`config.mk`:
```
export PLATFORM = sky130hd
export DESIGN_NAME = output_error_unit_flat
export DESIGN_NICKNAME = d
export VERILOG_FILES = /design/src/rtl/output_error_unit_if.sv /design/src/rtl/output_error_unit.sv /design/src/flat_wrapper.sv
export SDC_FILE = /design/constraint.sdc
export NUM_CORES = 1
export LEC_CHECK = 0
export BUFFER_PORTS_ARGS = -buffer_cell sky130_fd_sc_hd__buf_2
export CORE_AREA = 2 2 143 145
export DETAILED_ROUTE_END_ITERATION = 16
export DIE_AREA = 0 0 145 147
export GPL_TIMING_DRIVEN = 0
export MAX_ROUTING_LAYER = met4
export SLEW_MARGIN = 20
export SYNTH_ARGS = -nofsm -noshare
export SYNTH_HDL_FRONTEND = slang
export SYNTH_SLANG_ARGS = --single-unit
```
`constraint.sdc`:
```
create_clock -name clk -period 3.5 [get_ports clk]
set_input_delay 0.35 -clock clk [delete_from_list [all_inputs] [get_ports clk]]
set_output_delay 0.35 -clock clk [all_outputs]
set_load 0.01 [all_outputs]
```
`src/rtl/output_error_unit_if.sv`:
```
// Stream bundle between the output layer, the error unit and the backprop stage.
//   act_*  : activations into the error unit (valid/ready, signed data)
//   err_*  : per-neuron error words out of the error unit (valid/ready, data, index, last)
// slave  = error unit view, master = producer/consumer (environment) view.
interface output_error_unit_if #(
    parameter int unsigned DATA_WIDTH = 16,
    parameter int unsigned IDX_W      = 4
);
    logic                         act_valid;
    logic signed [DATA_WIDTH-1:0] act_data;
    logic                         act_ready;
    logic                         err_valid;
    logic signed [DATA_WIDTH-1:0] err_data;
    logic [IDX_W-1:0]             err_idx;
    logic                         err_last;
    logic                         err_ready;

    modport slave (
        input  act_valid, act_data, err_ready,
        output act_ready, err_valid, err_data, err_idx, err_last
    );

    modport master (
        output act_valid, act_data, err_ready,
        input  act_ready, err_valid, err_data, err_idx, err_last
    );
endinterface

```
`src/rtl/output_error_unit.sv`:
```
// Output-layer error unit: streams err = sat(act - target) per neuron, tracks the
// argmax prediction per sample and keeps saturating sample / correct counters.
// Ports:
//   clk, rst_vals      clock, synchronous active-high reset
//   label_in, start    one-hot target, latched when a sample starts in IDLE
//   clear_counts       synchronous clear of both statistics counters
//   bus (slave)        act_* in, err_* out (see output_error_unit_if)
//   pred_*             per-sample prediction pulse, class and correctness
//   sample_count, correct_count, busy
module output_error_unit #(
    parameter int unsigned layers     = 3,
    parameter int          rows [layers] = '{50, 30, 10},
    parameter int unsigned DATA_WIDTH = 16,
    parameter int unsigned FRAC_BITS  = 8,
    parameter int unsigned CNT_WIDTH  = 16,
    localparam int unsigned N         = rows[layers-1],
    localparam int unsigned IDX_W     = (N > 1) ? $clog2(N) : 1
) (
    input  logic                 clk,
    input  logic                 rst_vals,
    input  logic [N-1:0]         label_in,
    input  logic                 start,
    input  logic                 clear_counts,
    output_error_unit_if.slave   bus,
    output logic                 pred_valid,
    output logic [IDX_W-1:0]     pred_class,
    output logic                 pred_correct,
    output logic [CNT_WIDTH-1:0] sample_count,
    output logic [CNT_WIDTH-1:0] correct_count,
    output logic                 busy
);

    localparam logic [IDX_W-1:0] LAST_IDX = IDX_W'(N - 1);

    typedef enum logic [1:0] {IDLE, STREAM, DONE} state_t;

    state_t                       state, state_nxt;
    logic [N-1:0]                 label_q;
    logic [IDX_W-1:0]             idx;
    logic [IDX_W-1:0]             max_idx;
    logic signed [DATA_WIDTH-1:0] max_val;

    logic                         accept;
    logic                         last_acc;
    logic                         new_max;
    logic [IDX_W-1:0]             final_idx;
    logic [DATA_WIDTH:0]          target;
    logic [DATA_WIDTH:0]          diff;
    logic [DATA_WIDTH-1:0]        err_sat;

    // State register
    always_ff @(posedge clk) begin
        if (rst_vals) state <= IDLE;
        else          state <= state_nxt;
    end

    // Next-state logic
    always_comb begin
        state_nxt = state;
        case (state)
            IDLE:    if (start) state_nxt = STREAM;
            STREAM:  if (last_acc) state_nxt = DONE;
            DONE:    state_nxt = IDLE;
            default: state_nxt = IDLE;
        endcase
    end

    // State-decoded outputs; act_ready follows err_ready for full throughput
    always_comb begin
        bus.act_ready = 1'b0;
        busy          = 1'b0;
        case (state)
            STREAM: begin
                bus.act_ready = !bus.err_valid || bus.err_ready;
                busy          = 1'b1;
            end
            DONE:    busy = 1'b1;
            default: ;
        endcase
    end

    // Error arithmetic at DATA_WIDTH+1 bits with saturation, plus argmax decisions
    always_comb begin
        accept    = bus.act_valid && bus.act_ready;
        last_acc  = accept && (idx == LAST_IDX);
        // Strict compare keeps the lowest index on ties
        new_max   = (idx == '0) || (bus.act_data > max_val);
        final_idx = new_max ? idx : max_idx;
        target    = label_q[idx] ? (DATA_WIDTH+1)'(1 << FRAC_BITS) : '0;
        diff      = {bus.act_data[DATA_WIDTH-1], bus.act_data} - target;
        if (diff[DATA_WIDTH] != diff[DATA_WIDTH-1])
            err_sat = {diff[DATA_WIDTH], {(DATA_WIDTH-1){~diff[DATA_WIDTH]}}};
        else
            err_sat = diff[DATA_WIDTH-1:0];
    end

    // Datapath: label latch, error output register, argmax, prediction, counters
    always_ff @(posedge clk) begin
        if (rst_vals) begin
            label_q       <= '0;
            idx           <= '0;
            max_idx       <= '0;
            max_val       <= '0;
            bus.err_valid <= 1'b0;
            bus.err_data  <= '0;
            bus.err_idx   <= '0;
            bus.err_last  <= 1'b0;
            pred_valid    <= 1'b0;
            pred_class    <= '0;
            pred_correct  <= 1'b0;
            sample_count  <= '0;
            correct_count <= '0;
        end else begin
            if (state == IDLE && start) begin
                label_q <= label_in;
                idx     <= '0;
            end

            if (accept) begin
                bus.err_valid <= 1'b1;
                bus.err_data  <= err_sat;
                bus.err_idx   <= idx;
                bus.err_last  <= (idx == LAST_IDX);
                if (new_max) begin
                    max_val <= bus.act_data;
                    max_idx <= idx;
                end
                idx <= (idx == LAST_IDX) ? '0 : idx + IDX_W'(1);
            end else if (bus.err_ready) begin
                bus.err_valid <= 1'b0;
            end

            // Loaded on the last accept so the pulse lands in the DONE cycle
            pred_valid <= last_acc;
            if (last_acc) begin
                pred_class   <= final_idx;
                pred_correct <= label_q[final_idx];
            end

            // Clear beats the DONE-cycle increment
            if (clear_counts) begin
                sample_count  <= '0;
                correct_count <= '0;
            end else if (state == DONE) begin
                if (sample_count != '1)
                    sample_count <= sample_count + CNT_WIDTH'(1);
                if (pred_correct && (correct_count != '1))
                    correct_count <= correct_count + CNT_WIDTH'(1);
            end
        end
    end

endmodule
```
`src/flat_wrapper.sv`:
```
// flat-port wrapper written by rule: the top's interface ports become plain ports
module output_error_unit_flat 
#(
    parameter int unsigned layers     = 3,
    parameter int          rows [layers] = '{50, 30, 10},
    parameter int unsigned DATA_WIDTH = 16,
    parameter int unsigned FRAC_BITS  = 8,
    parameter int unsigned CNT_WIDTH  = 16,
    localparam int unsigned N         = rows[layers-1],
    localparam int unsigned IDX_W     = (N > 1) ? $clog2(N) : 1
)
  (clk, rst_vals, label_in, start, clear_counts, pred_valid, pred_class, pred_correct, sample_count, correct_count, busy, bus_act_valid, bus_act_data, bus_err_ready, bus_act_ready, bus_err_valid, bus_err_data, bus_err_idx, bus_err_last);
  output_error_unit_if #(.DATA_WIDTH(DATA_WIDTH)) bus_i ();
  input  logic clk;
  input  logic rst_vals;
  input  logic [N-1:0] label_in;
  input  logic start;
  input  logic clear_counts;
  output logic pred_valid;
  output logic [IDX_W-1:0] pred_class;
  output logic pred_correct;
  output logic [CNT_WIDTH-1:0] sample_count;
  output logic [CNT_WIDTH-1:0] correct_count;
  output logic busy;
  input wire logic [$bits(bus_i.act_valid)-1:0] bus_act_valid;
  input wire logic [$bits(bus_i.act_data)-1:0] bus_act_data;
  input wire logic [$bits(bus_i.err_ready)-1:0] bus_err_ready;
  output wire logic [$bits(bus_i.act_ready)-1:0] bus_act_ready;
  output wire logic [$bits(bus_i.err_valid)-1:0] bus_err_valid;
  output wire logic [$bits(bus_i.err_data)-1:0] bus_err_data;
  output wire logic [$bits(bus_i.err_idx)-1:0] bus_err_idx;
  output wire logic [$bits(bus_i.err_last)-1:0] bus_err_last;
  assign bus_i.act_valid = bus_act_valid;
  assign bus_i.act_data = bus_act_data;
  assign bus_i.err_ready = bus_err_ready;
  assign bus_act_ready = bus_i.act_ready;
  assign bus_err_valid = bus_i.err_valid;
  assign bus_err_data = bus_i.err_data;
  assign bus_err_idx = bus_i.err_idx;
  assign bus_err_last = bus_i.err_last;
  output_error_unit #(.layers(layers), .rows(rows), .DATA_WIDTH(DATA_WIDTH), .FRAC_BITS(FRAC_BITS), .CNT_WIDTH(CNT_WIDTH)) u_core (.clk(clk), .rst_vals(rst_vals), .label_in(label_in), .start(start), .clear_counts(clear_counts), .bus(bus_i), .pred_valid(pred_valid), .pred_class(pred_class), .pred_correct(pred_correct), .sample_count(sample_count), .correct_count(correct_count), .busy(busy));
endmodule
```
==> results by group, run 1 <==
Run status
  • Result of the run: finished, final reports clean

Die
  • Vertical die dimension: between 100 and 150 µm
  • Floorplan Core Area: just under 20000 µm²
  • I/O Pins: 94
  • Cell Rows: 52
  • Full die area: around 21000 µm²
  • Die outline width: approximately 150 µm
  • Starting density of the core: around a quarter

Critical path
  • Worst reg2reg path depth: 14
  • Largest delay contributor family on the critical path: simple AND/OR/NAND/NOR gates
  • Top fanout value on the critical path: 10
  • CP Class: reg -> reg
  • WP buf/inv: 3
  • Arrival time at the worst endpoint: around 3.4 ns
  • Critical path required time: between 3 and 4 ns
  • CP max-delay cell: dfxtp_1
  • Kind of start point of the critical path: flop
  • Crit path cell chain: buf_2, nand2_1, a31oi_1, mux2i_1, o21ai_1, ha_1, nand3_1, or3_1, clkbuf_1, xnor2_2, nand2_1, buf_2, a211oi_1, nor3_1
  • Kind of end point of the critical path: flop
  • CP max stage delay: 0.40 ns
  • Number of cells on the critical path: 14

Min path
  • Number of cells traversed by the worst hold path: 3
  • Worst hold path type: in -> reg

STA
  • Final period demand of the worst path: 3.189 ns
  • Slew of the pin with the lowest slew margin: around 0.62 ns
  • RSZ-0062 raised after global routing: false
  • Maximum clock skew at final layout: approximately 0.0064 ns
  • Final Cycle Share: roughly 91%
  • Setup TNS after final layout: 0 ns
  • Total of endpoints with negative setup slack in the final report: 0
  • Max Clock Freq: around 0.31 GHz
  • Max-slew violation count: 0
  • Fin. Hold Viols: 0
  • Relative slew margins: about three fifths
  • Final worst slack: 0.3112 ns

Placement
  • Buffers added on ports: 93
  • Cell count after placement: 940
  • Area after detailed placement: 5685 µm²
  • Placer Congestion: between 0.8 and 0.9
  • Half-perimeter wire length after detailed placement: approximately 10000 µm
  • Worst slack after detailed placement: -0.04764 ns

Cells and area
  • Final #Nets: 741
  • Register cell area after layout: 1922 µm²
  • Area overhead of the layout relative to synthesis: 22.27%
  • Final antenna diode count: 0
  • Combined area of the multi-input logic cells: 2733 µm²
  • Post-layout util: between 30% and 40%
  • Post-layout instance area: 5969 µm²
  • Share of post-route cells with drive strength above 1: between 20% and 30%
  • Post-layout instance count excluding filler cells: approximately 960
  • Fill cell instance count of the final layout: ~2200

Detailed routing
  • Residual DRC count: 0
  • Aggregate routed wire length: approximately 13000 µm
  • Vias per cell: around 4.5
  • Post-DRT Antenna Nets: 0
  • Via count: between 4000 and 5000
  • Wire per inst: roughly 14 µm
  • Detailed-router iteration count before antenna repair: 4
  • First DRT Iteration DRCs: 234

Logic synthesis
  • Adder-cell share of the synthesized area: about 7.2%
  • Cell count after synthesis: slightly below 600
  • Primary FF master, synth: dfxtp_1
  • Compound-gate portion of the synthesized area: between 10 and 15%
  • Syn Nets: between 600 and 700
  • Synth Area in XOR/XNOR: about 4.7%
  • Cell types with the highest counts after synthesis: dfxtp_1 (96), nor2_1 (83), nand2_1 (66), a21oi_1 (41), inv_1 (30)
  • Number of synthesized flops with an enable pin: 0
  • Ranking of synthesized cells by area: dfxtp_1 (39%), ha_1 (7.2%), nor2_1 (6.4%)
  • Most common cell in the synthesized netlist: dfxtp_1
  • Syn avg cell area: around 8.5 µm²
  • Sequential cell area fraction in the yosys report: around two fifths
  • Post-Synth Simple-Gate Area: 23.99%
  • Unique masters post-synth: 63
  • Fraction of synthesis flops using an asynchronous set or reset pin: 0%
  • Area share of the largest cell type after synthesis: between 30% and 40%
  • Multiplexer share of the synthesized area: between 6 and 7%
  • Combinational family with the most area after synthesis: simple AND/OR/NAND/NOR gates
  • Yosys Warn Count: 0
  • Post-Synthesis Cell Area: 4882 µm²
  • #FFs+latches synth: 96
  • Synth area leader: dfxtp_1

Global route
  • Congestion Overflow GR: 0
  • Number of global-route vias before repair: between 4000 and 5000
  • Global-route wire length before repair: between 20000 and 25000 µm
  • Pin count of the biggest net entering global routing: 17
  • Overall fraction of global-route tracks in use: between 10% and 20%
  • Antenna violations before repair: 0

Pwr
  • Reported leakage power: around 2.4 nW
  • Total power density per cell area: approximately 500 nW/µm²
  • Maximum ir drop on the vdd rail: about 0.00018 V

Clocking
  • Worst-Skew Late Latency: 0.35 ns
  • TritonCTS sink count: 96
  • CTS HTree Levels: 3
  • Number of buffers between clock root and the deepest sink: 2
  • Number of buffers created by CTS: 9
  • Clock root buffer: clkbuf_16
  • Clock Pin Slew Worst Setup and Hold Paths: 0.07 ns
  • TritonCTS clock tree: done
  • # hold bufs at CTS: 0

Run
  • Max-Cap Viols: 0
## cells by family after synthesis
| group | count (synthesis) |
|---|---|
| XOR/XNOR | 26 |
| flip-flops | 96 |
| AND/OR/NAND/NOR | 242 |
| multiplexers | 27 |
| AO/OA/AOI/OAI | 101 |
| buffers and inverters | 57 |
| adder cells (fa/ha/maj) | 28 |
## where the power goes
part,switching (mW),internal [mW]
Sequential,0.0623,1.20
Combinational,0.500,0.318
Clock,0.443,0.485
Total,1.01,2.00
## flip-flops by register name (all words and copies together) (netlist names)
name                  flops
u_core.pred_class         4
u_core.bus.err_idx        4
u_core.max_val           16
u_core.idx                4
u_core.label_q           10
u_core.correct_count     16
u_core.sample_count      16
u_core.bus.err_last       1
u_core.max_idx            4
u_core.bus.err_data      16
u_core.state              2
u_core.pred_correct       1
u_core.pred_valid         1
u_core.bus.err_valid      1
## area by class of cell
class                   count  area share, %
clock buffers              10          3.836
clock inverters             6         0.7546
flip-flops and latches     96          32.19
repair buffers             93          7.797
inverters                  30          1.886
plain buffers              27          2.096
multi-input cells         424          45.78
well taps                 270          5.659
## repair_timing
item / 4_1_cts / 5_1_grt
resized for setup: 1 / 5
buffers inserted: 0 / 0
setup endpoints to repair: 12 / 13
## layout by cell type, fill, tap and decap left out, types with 2 or more instances in the layout
master and count:
clkbuf_16 9, a311oi_1 3, a211oi_1 15, ha_1 28, a21o_1 2, dfxtp_1 96
nand4_1 12, clkinvlp_4 3, a21oi_1 41, a32oi_1 3, nand2_1 66, o21ai_1 3
and4_1 3, a31oi_1 2, or2_2 2, or3_1 7, xor2_1 16, nor3_1 18
mux4_2 2, xnor2_1 9, nand3b_1 3, buf_2 96, o31ai_2 2, o21ai_0 12
nor2b_1 7, mux2i_1 24, nand3_1 19, buf_6 2, nor4_2 3, a211o_1 3
and2_1 5, and3_1 2, inv_1 30, clkbuf_1 20, nor2_1 83
## worst paths after layout
| kind | startpoint | to | slack [ns] |
|---|---|---|---|
| setup / recovery | u_core.idx[0] | u_core.bus.err_data[2] | 0.31 |
| hold / removal | label_in[1] | u_core.label_q[1] | 0.24 |
| setup reg to reg | u_core.idx[0] | u_core.bus.err_data[2] | 0.31 |
| hold reg to reg | u_core.pred_class[2] | u_core.pred_class[2] | 0.45 |
## tightest hold or removal path, cell delays in order
cell,delay [ns]
buf_2,0.10
nand2_1,0.04
a21oi_1,0.05
## per-stage QoR
stage               power, mW  hold slack, ns
floorplan               1.854          0.4429
global placement        2.101          0.4408
detailed placement      2.110          0.4481
CTS                     3.059          0.2288
global route            3.210          0.2464
finish                  3.008          0.2414
## metal layers
layer	vias up	track usage (%)	routed length, µm
li1	2218	-	-
met1	1969	16.05	6281
met2	86	20.52	5929
met3	21	2.733	516
met4	0	4.703	263
met5	-	-	0
Note: power is estimated with default switching activity, not from simulation.
==> inputs of run 2 (changes only) <==
--- a/config.mk
+++ b/config.mk
@@ -9,8 +9,8 @@
 export CORE_AREA = 2 2 143 145
 export DETAILED_ROUTE_END_ITERATION = 16
 export DIE_AREA = 0 0 145 147
-export GPL_TIMING_DRIVEN = 0
 export MAX_ROUTING_LAYER = met4
+export RECOVER_POWER = 100
 export SLEW_MARGIN = 20
 export SYNTH_ARGS = -nofsm -noshare
 export SYNTH_HDL_FRONTEND = slang
==> run 2 against run 1 <==
Clock-buffer cell count decreased by 1. Setup slack improved by 0.084 ns. Cell area decreased by 3.1%. Global-route usage decreased by 0.69 points. Fmax increased by 2.7%. First-iteration DRC count decreased by 12%. Cell count decreased by 2.3%. Via count decreased by 1.6%. Core utilization decreased by 0.95 points. Critical endpoint is now u_core.bus.err_data[12]. Largest power group unchanged. Highest routed layer unchanged.
==> results by group, run 2 (synthesized netlist as in run 1, its figures left out) <==
Detailed routing
  • DR top layer: met4 (unchanged)
  • Vias per cell: 4.524 (was 4.492)
  • Met3 wirelength from detailed routing: 442 µm (was 516 µm)
  • Routed length on met2: 5684 µm (was 5929 µm)
  • Via count: 4225 (was 4294)
  • Residual DRC count: 0 (unchanged)
  • First DRT Iteration DRCs: 205 (was 234)
  • Aggregate routed wire length: 12350 µm (was 12990 µm)
  • Detailed-router iteration count before antenna repair: 7 (was 4)
  • Post-DRT Antenna Nets: 0 (unchanged)
  • Wire per inst: 13.23 µm (was 13.59 µm)
  • Routed length on met1: 6035 µm (was 6281 µm)

Critical path
  • Crit path cell chain: mux4_2, nand3b_1, o21ai_0, ha_1, ha_1, nand3b_1, nor2_1, xnor2_1, nand2_1, nor2_1, a311o_1, a21oi_1 (was buf_2, nand2_1, a31oi_1, mux2i_1, o21ai_1, ha_1, nand3_1, or3_1, clkbuf_1, xnor2_2, nand2_1, buf_2, a211oi_1, nor3_1)
  • Worst reg2reg path depth: 12 (was 14)
  • CP max stage delay: 0.53 ns (was 0.40 ns)
  • Number of cells on the critical path: 12 (was 14)
  • CP Class: reg -> reg (unchanged)
  • CP max-delay cell: mux4_2 (was dfxtp_1)
  • Kind of end point of the critical path: flop (unchanged)
  • Critical path required time: 3.71 ns (about the same)
  • Arrival time at the worst endpoint: 3.32 ns (was 3.40 ns)
  • Top fanout value on the critical path: 14 (was 10)
  • Largest delay contributor family on the critical path: simple AND/OR/NAND/NOR gates (unchanged)
  • Kind of start point of the critical path: flop (unchanged)
  • WP buf/inv: 0 (was 3)

Cells and area
  • Share of post-route cells with drive strength above 1: 10.24% (was 20.26%)
  • Final antenna diode count: 0 (unchanged)
  • Most frequent standard cell in the layout excluding fill and tap cells: dfxtp_1
  • Post-layout instance area: 5782 µm² (was 5969 µm²)
  • Fill cell instance count of the final layout: 2166 (was 2159)
  • Highest-count cells in the layout ignoring fill and taps: dfxtp_1 (95), nor2_1 (83), nand2_1 (67), clkbuf_1 (63), a21oi_1 (41) (was buf_2 (96), dfxtp_1 (96), nor2_1 (83), nand2_1 (66), a21oi_1 (41))
  • Final #Nets: 720 (was 741)
  • Area overhead of the layout relative to synthesis: 18.43% (was 22.27%)

Global route
  • Pin count of the biggest net entering global routing: 43 (was 17)
  • Global-route wire length before repair: 20290 µm (was 21280 µm)
  • Number of global-route vias before repair: 3965 (was 4091)
  • Overall fraction of global-route tracks in use: 12.15% (was 12.84%)
  • Antenna violations before repair: 0 (unchanged)
  • Congestion Overflow GR: 0 (unchanged)

Placement
  • Area after detailed placement: 5608 µm² (was 5685 µm²)
  • Placer Congestion: 0.8007 (was 0.8334)
  • Buffers added on ports: 93 (unchanged)
  • Half-perimeter wire length after detailed placement: 9201 µm (was 9991 µm)

Clocking
  • Number of buffers created by CTS: 9 (unchanged)
  • TritonCTS sink count: 96 (unchanged)
  • # hold bufs at CTS: 0 (unchanged)
  • CTS HTree Levels: 3 (unchanged)
  • Worst-Skew Late Latency: 0.35 ns (about the same)
  • Number of buffers between clock root and the deepest sink: 2 (unchanged)
  • Clock Pin Slew Worst Setup and Hold Paths: 0.07 ns (about the same)
  • TritonCTS clock tree: done (unchanged)
  • Clock root buffer: clkbuf_16 (unchanged)

Pwr
  • Register share of total power: 42.5% (was 41.9%)
  • Power Total: 2.999 mW (was 3.008 mW)
  • Internal Dissipation: 2.031 mW (was 2.002 mW)
  • Reported leakage power: 2.107 nW (was 2.404 nW)
  • Part of the power in combinational logic: 25.1% (was 27.2%)
  • Switching fraction of total power: 32.29% (was 33.42%)
  • Net Switching: 0.9685 mW (was 1.005 mW)
  • Maximum ir drop on the vdd rail: 0.0001933 V (was 0.0001790 V)
  • Total power density per cell area: 518.7 nW/µm² (was 503.9 nW/µm²)
  • Clock share of power: 32.4% (was 30.9%)

Min path
  • Number of cells traversed by the worst hold path: 3 (unchanged)
  • Worst hold path type: in -> reg (unchanged)

STA
  • Max-slew violation count: 0 (unchanged)
  • Relative slew margins: 11.52% (was 58.09%)
  • Final Cycle Share: 88.71% (was 91.11%)
  • Maximum clock skew at final layout: 0.008161 ns (was 0.006431 ns)
  • Fin. Hold Viols: 0 (unchanged)
  • Slew of the pin with the lowest slew margin: 1.327 ns (was 0.6249 ns)
  • Setup TNS after final layout: 0 ns (unchanged)
  • RSZ-0062 raised after global routing: false (unchanged)
  • Max Clock Freq: 0.3221 GHz (was 0.3136 GHz)
  • Final period demand of the worst path: 3.105 ns (was 3.189 ns)
  • Total of endpoints with negative setup slack in the final report: 0 (unchanged)

Die
  • Floorplan Core Area: 19840 µm² (unchanged)
  • Full die area: 21320 µm² (unchanged)
  • Vertical die dimension: 147 µm (unchanged)
  • I/O Pins: 94 (unchanged)
  • Cell Rows: 52 (unchanged)
  • Die outline width: 145 µm (unchanged)
  • Starting density of the core: 24.60% (unchanged)

Run status
  • Result of the run: finished, final reports clean (unchanged)

Run
  • Max-Cap Viols: 0 (unchanged)
-- run 2: power groups by stage --
stage / sequential (mW) / combinational, mW / clock [mW]
detailed placement: 1.30 / 0.787 / 0
finish: 1.27 / 0.753 / 0.972
floorplan: 1.30 / 0.557 / 0
global placement: 1.30 / 0.783 / 0
global route: 1.29 / 0.865 / 1.05
CTS: 1.27 / 0.791 / 1.01
-- run 2: tightest hold or removal path, stage by stage --
cell     delay [ns]
buf_2          0.10
nand2_1        0.04
a21oi_1        0.05
-- run 2: per-layer routing --
metal	track usage [%]	vias to the layer above
li1	-	2187
met1	15.39	1953
met2	19.38	68
met3	2.516	17
met4	4.109	0
met5	-	-
-- run 2: repair_timing --
| action | CTS | global route |
|---|---|---|
| setup buffers | 0 | 0 |
| setup endpoints to repair | 0 | 3 |
| resized for setup | 0 | 1 |
-- run 2: cell type report --
cell class | count | area, µm² | area share (%)
well taps | 270 | 337.8 | 5.843
repair buffers | 99 | 426.7 | 7.379
clock buffers | 9 | 225.2 | 3.895
multi-input cells | 424 | 2695 | 46.61
clock inverters | 6 | 61.31 | 1.060
flip-flops and latches | 96 | 1923 | 33.26
inverters | 30 | 112.6 | 1.948
-- run 2: final timing paths --
| kind | startpoint | end | slack [ns] |
|---|---|---|---|
| setup reg to reg | u_core.idx[0] | u_core.bus.err_data[12] | 0.40 |
| hold / removal | label_in[6] | u_core.label_q[6] | 0.24 |
| hold reg to reg | u_core.bus.err_last | u_core.bus.err_last | 0.46 |
| setup / recovery | u_core.idx[0] | u_core.bus.err_data[12] | 0.40 |
-- run 2: metrics by stage --
step	hold slack [ns]	utilization [%]	std cells	setup WS, ns
finish	0.2415	29.14	934	0.3950
floorplan	0.4429	-	577	0.6072
global placement	0.4433	28.26	919	0.3261
CTS	0.2222	29.70	934	0.2184
global route	0.2324	29.14	934	0.09622
detailed placement	0.4461	28.26	919	0.2566
